### src/rtl/range_scan_pkg.sv
// Shared definitions for the range scan controller: FSM state encoding.
package range_scan_pkg;

  typedef logic [1:0] state_t;

  localparam state_t StIdle   = 2'd0;
  localparam state_t StRun    = 2'd1;
  localparam state_t StFinish = 2'd2;

endpackage

### src/rtl/range_step_counter.sv
// Scan index register: loads a start value, steps by one and saturates at the end value.
module range_step_counter #(
  parameter int unsigned Bits = 8
) (
  input  logic            clk_i,
  input  logic            arst_ni,
  input  logic            load_i,
  input  logic            en_i,
  input  logic [Bits-1:0] start_i,
  input  logic [Bits-1:0] end_i,
  output logic [Bits-1:0] idx_o,
  output logic            at_end_o
);

  logic [Bits-1:0] idx_q;

  assign idx_o    = idx_q;
  assign at_end_o = (idx_q == end_i);

  always_ff @(posedge clk_i or negedge arst_ni) begin
    if (!arst_ni) begin
      idx_q <= '0;
    end else if (load_i) begin
      idx_q <= start_i;
    end else if (en_i && !at_end_o) begin
      idx_q <= idx_q + 1'b1;
    end
  end

endmodule

### src/rtl/range_scan_controller.sv
// Sweeps an index from start to end (inclusive) for a number of passes, with
// valid/ready flow control on the index stream and a synchronous abort.
module range_scan_controller
  import range_scan_pkg::*;
#(
  parameter int unsigned Bits     = 8,
  parameter int unsigned PassBits = 4
) (
  input  logic                clk_i,
  input  logic                arst_ni,
  input  logic                cmd_valid_i,
  output logic                cmd_ready_o,
  input  logic [Bits-1:0]     cmd_start_i,
  input  logic [Bits-1:0]     cmd_end_i,
  input  logic [PassBits-1:0] cmd_passes_i,
  input  logic                abort_i,
  output logic                idx_valid_o,
  input  logic                idx_ready_i,
  output logic [Bits-1:0]     idx_o,
  output logic                idx_last_o,
  output logic                done_o,
  output logic                err_o
);

  state_t              state_q, state_d;
  logic [Bits-1:0]     start_q, end_q;
  logic [PassBits-1:0] passes_q, passes_d;
  logic                err_q, err_d;
  logic                init_q;
  logic                latch;
  logic                ctr_load, ctr_en, at_end;
  logic [Bits-1:0]     ctr_start;
  logic                final_pass, handshake;

  // Ready is withheld until the first edge after reset release.
  assign cmd_ready_o = init_q && (state_q == StIdle);
  assign idx_valid_o = (state_q == StRun);
  assign done_o      = (state_q == StFinish);
  assign err_o       = err_q;
  assign final_pass  = (passes_q <= PassBits'(1));
  assign handshake   = idx_valid_o && idx_ready_i;
  assign idx_last_o  = idx_valid_o && final_pass && at_end;

  // On accept the counter loads straight from the command so idx is valid next cycle.
  assign ctr_start = (state_q == StIdle) ? cmd_start_i : start_q;

  range_step_counter #(
    .Bits (Bits)
  ) u_counter (
    .clk_i    (clk_i),
    .arst_ni  (arst_ni),
    .load_i   (ctr_load),
    .en_i     (ctr_en),
    .start_i  (ctr_start),
    .end_i    (end_q),
    .idx_o    (idx_o),
    .at_end_o (at_end)
  );

  always_comb begin
    state_d  = state_q;
    passes_d = passes_q;
    err_d    = 1'b0;
    latch    = 1'b0;
    ctr_load = 1'b0;
    ctr_en   = 1'b0;
    case (state_q)
      StIdle: begin
        if (cmd_valid_i && cmd_ready_o) begin
          if (cmd_end_i < cmd_start_i) begin
            err_d = 1'b1;
          end else begin
            state_d  = StRun;
            latch    = 1'b1;
            ctr_load = 1'b1;
            passes_d = (cmd_passes_i == '0) ? PassBits'(1) : cmd_passes_i;
          end
        end
      end
      StRun: begin
        // Abort wins over a same-cycle handshake.
        if (abort_i) begin
          state_d = StFinish;
        end else if (handshake) begin
          if (!at_end) begin
            ctr_en = 1'b1;
          end else if (!final_pass) begin
            passes_d = passes_q - 1'b1;
            ctr_load = 1'b1;
          end else begin
            state_d = StFinish;
          end
        end
      end
      StFinish: state_d = StIdle;
      default:  state_d = StIdle;
    endcase
  end

  always_ff @(posedge clk_i or negedge arst_ni) begin
    if (!arst_ni) begin
      state_q  <= StIdle;
      start_q  <= '0;
      end_q    <= '0;
      passes_q <= '0;
      err_q    <= 1'b0;
      init_q   <= 1'b0;
    end else begin
      state_q  <= state_d;
      passes_q <= passes_d;
      err_q    <= err_d;
      init_q   <= 1'b1;
      if (latch) begin
        start_q <= cmd_start_i;
        end_q   <= cmd_end_i;
      end
    end
  end

endmodule

### config.mk
export PLATFORM = sky130hd
export DESIGN_NAME = range_scan_controller
export DESIGN_NICKNAME = d
export VERILOG_FILES = /design/src/rtl/range_scan_pkg.sv /design/src/rtl/range_step_counter.sv /design/src/rtl/range_scan_controller.sv
export SDC_FILE = /design/constraint.sdc
export NUM_CORES = 1
export LEC_CHECK = 0
export ABC_AREA = 1
export CAP_MARGIN = 20
export CORE_ASPECT_RATIO = 0.6
export CORE_UTILIZATION = 30
export DETAILED_ROUTE_END_ITERATION = 12
export PLACE_DENSITY = 0.56
export SLEW_MARGIN = 0
export SYNTH_ARGS = -nofsm -noshare
export SYNTH_HDL_FRONTEND = slang
export SYNTH_SLANG_ARGS = --single-unit
### constraint.sdc
create_clock -name clk_i -period 2 [get_ports clk_i]
set_input_delay 0.3 -clock clk_i [delete_from_list [all_inputs] [get_ports clk_i]]
set_output_delay 0.3 -clock clk_i [all_outputs]
set_load 0.01 [all_outputs]
==> impl_metrics.env <==
export IMPL_crit_path_top_delay_cell="clkdlybuf4s50_1"
export IMPL_path_class="in -> reg"
export IMPL_dr_first_iter_drc_count=103
export IMPL_mappedNetlistNets=314
export IMPL_power_mw=3.10
export IMPL_cts_tree="done"
export IMPL_wl_per_cell_um=12.2
export IMPL_hold_buffers=0
export IMPL_synth_cell_types=31
export IMPL_drive_gt1_frac=0.180
export IMPL_cellLeakagePower_nw=1.49
export IMPL_crit_fanout=6
export IMPL_num_io_pins=38
export IMPL_ant_nets=0
export IMPL_clock_sinks=32
export IMPL_nets=384
export IMPL_std_cell_rows=22
export IMPL_synthTopCellsByArea="dfrtp_1 40%, nand2_1 17%, ha_1 6.2%"
export IMPL_grt_pass1_wl_um=8400
export IMPL_period_needed_ns=1.92
export IMPL_clk_latency_ns=0.29
export IMPL_syn_area_sq_um=2000
export IMPL_start_kind="input pin"
export IMPL_placedCellCount=422
export IMPL_slowest_delay_ns=0.59
export IMPL_clockBufferDepth=2
export IMPL_ir_drop_mv=0.404
export IMPL_antenna_found_initial=0
export IMPL_grt_max_degree=33
export IMPL_fillers=627
export IMPL_via_per_inst=4.36
export IMPL_max_freq_mhz=521
export IMPL_drt_wl_total_um=5290
export IMPL_netlist_instances=279
export IMPL_die_x_um=108
export IMPL_cts_buffers=5
export IMPL_gp_congestion=0.749
export IMPL_antenna_cells=0
export IMPL_crit_family="buffers and inverters"
export IMPL_grt_overflow_total=0
export IMPL_yosysTopAreaCell="dfrtp_1"
export IMPL_core_area_sq_um=6280
export IMPL_hpwlAfterDp_um=3890
export IMPL_layout_cells_non_filler=434
export IMPL_required_ns=2.19
export IMPL_die_area_sq_um=7020
export IMPL_outcome="finished, final reports clean"
export IMPL_grtUsageTotal=0.159
export IMPL_clkTransAtPathRegs_ns=0.07
export IMPL_synth_top_area_frac=0.400
export IMPL_grt_pass1_vias=1674
export IMPL_path_buf_inv=2
export IMPL_syn2layout_area_growth_pct=45.6
export IMPL_min_path_type="in -> async"
export IMPL_synth_seq_cells=32
export IMPL_clockRootBuffer="clkbuf_8"
export IMPL_crit_chain="clkdlybuf4s50_1 > ha_4 > a21oi_2 > o21a_1 > nand2_1 > nand2_4 > clkbuf_16 > nand3b_1 > nand3_1 > nand2_1"
export IMPL_syn_area_per_cell_sq_um=7.18
export IMPL_ys_seq_area_frac=0.400
export IMPL_final_setup_viol_count=0
export IMPL_finalCritPeriodShare=0.960
export IMPL_io_buffers=37
export IMPL_skew_ns=0.00987
export IMPL_initial_core_util=0.319
export IMPL_cap_violations=0
export IMPL_vias=1892
export IMPL_drc=0
export IMPL_hold_viol=0
export IMPL_die_height_um=65.3
export IMPL_crit_top_cell="nand2_1"
export IMPL_worstPathArrival_ns=2.11
export IMPL_ctsHtreeMaxLevel=2
export IMPL_ys_warn_count=0
export IMPL_slew_viol_final=0
export IMPL_cp_end_kind="flip-flop"
export IMPL_drt_pass1_iter_count=4
export IMPL_powerDensity_nw_per_um2=1060
[registers in the layout (all words and copies together) (netlist names)]
register,count
u_counter.idx_o,8
state_q,2
start_q,8
init_q,1
err_o,1
passes_q,4
end_q,8
[cell type report]
class	count	area, sq um	area share
sequential	32	802	0.275
clock inverter	1	30.0	0.0103
timing repair buffer	68	661	0.226
clock buffer	7	96.3	0.0330
multi-input combinational	202	1070	0.367
inverter	40	153	0.0523
tap	84	105	0.0360
[cell usage in the layout (no fill, tap or decap), drive strengths merged]
cell | synthesis | layout
ha | 10 | 10
a31o | 1 | 1
bufinv | 0 | 1
a22oi | 1 | 1
o21ai | 22 | 22
nand2 | 95 | 95
and2 | 1 | 1
clkbuf | 3 | 10
or2 | 1 | 1
inv | 40 | 40
nor3 | 5 | 5
dlygate4sd2 | 0 | 1
a21oi | 13 | 13
buf | 2 | 29
dfrtp | 32 | 32
nand4 | 1 | 1
conb | 1 | 1
clkdlybuf4s50 | 0 | 35
nand3b | 2 | 2
o21a | 1 | 1
nand3 | 15 | 15
xnor2 | 1 | 1
nor2 | 26 | 26
xor2 | 5 | 5
o31ai | 1 | 1
[worst reg2reg max path, cell delays in order (launching register included)]
cell and delay (ns):
dfrtp_1 0.39, inv_1 0.07, nand2_1 0.05, nand2_1 0.06, nor2_2 0.15, nand2_1 0.08, nor2_2 0.14, buf_4 0.15
nand3_4 0.16, nand2_8 0.16, nand2_1 0.09, nand3_1 0.09, nand2_1 0.06
[metrics by stage]
| stage | util | cell area (sq um) | setup TNS, ns | hold slack [ns] | worst slack (ns) |
|---|---|---|---|---|---|
| 2_1_floorplan | - | 2000 | 0 | 0.00441 | 0.268 |
| 3_3_place_gp | 0.425 | 2670 | -4.56 | 0.469 | -0.304 |
| 3_5_place_dp | 0.425 | 2670 | -4.93 | 0.474 | -0.256 |
| 4_1_cts | 0.446 | 2800 | 0 | 0.419 | 0.0145 |
| 5_1_grt | 0.465 | 2920 | -0.0162 | 0.449 | -0.00697 |
| 6_report | 0.465 | 2920 | 0 | 0.412 | 0.0791 |
[what timing repair did]
| action | 4_1_cts | 5_1_grt |
|---|---|---|
| endpoints found under the setup margin | 2 | 10 |
| setup buffers | 0 | 2 |
| cloned | 0 | 2 |
| pin swaps | 0 | 3 |
| gates resized for setup | 6 | 8 |
[power breakdown]
part	internal [mW]	switching (mW)
clock network	0.440	0.252
registers	0.872	0.157
logic	0.675	0.705
total	1.99	1.11
[layer usage]
layer | share of wire | wire length, um | track usage | vias to the layer above
met5 | 0 | 0 | 0 | -
met4 | 0.0051 | 27 | 0.0514 | 0
met3 | 0.047 | 248 | 0.0367 | 2
met2 | 0.38 | 2020 | 0.202 | 54
met1 | 0.57 | 3000 | 0.252 | 819
li1 | - | - | - | 1017
[synthesized netlist by cell type]
library cell  count
o21ai_0           8
xnor2_1           1
nand3b_1          2
nand3_4           1
ha_1             10
xor2_1            5
nand2_2           1
nor3_1            5
inv_2             9
nand4_1           1
nand2_4           1
conb_1            1
clkbuf_1          3
nor2_4            2
nor2_1           22
a31o_2            1
dfrtp_1          32
o21a_1            1
or2_4             1
inv_1            31
nand3_1          13
buf_2             1
nand2_1          93
o21ai_1          14
a22oi_1           1
o31ai_1           1
a21oi_1          13
nand3_2           1
nor2_2            2
and2_1            1
buf_6             1
[cell families after synthesis]
group	share of synthesized area
adders and majority gates	0.0624
xor gates and xnor gates	0.0262
other	0.00187
DFF	0.400
AOI/OAI and AO/OA	0.103
buffers and inverters	0.0886
and+or+nand+nor	0.318
[final timing paths]
kind	slack, ns	from	endpoint	cells past startpoint
setup / recovery	0.08	cmd_end_i[5]	u_counter.idx_o[6]	10
hold / removal	0.41	arst_ni	err_o	2
setup reg to reg	0.24	u_counter.idx_o[7]	u_counter.idx_o[4]	12
hold reg to reg	0.49	start_q[4]	start_q[4]	2
max in group asynchronous	1.26	arst_ni	state_q[1]	2
min in group clk_i	0.49	start_q[4]	start_q[4]	2
Power figures use the tool's default switching activity.
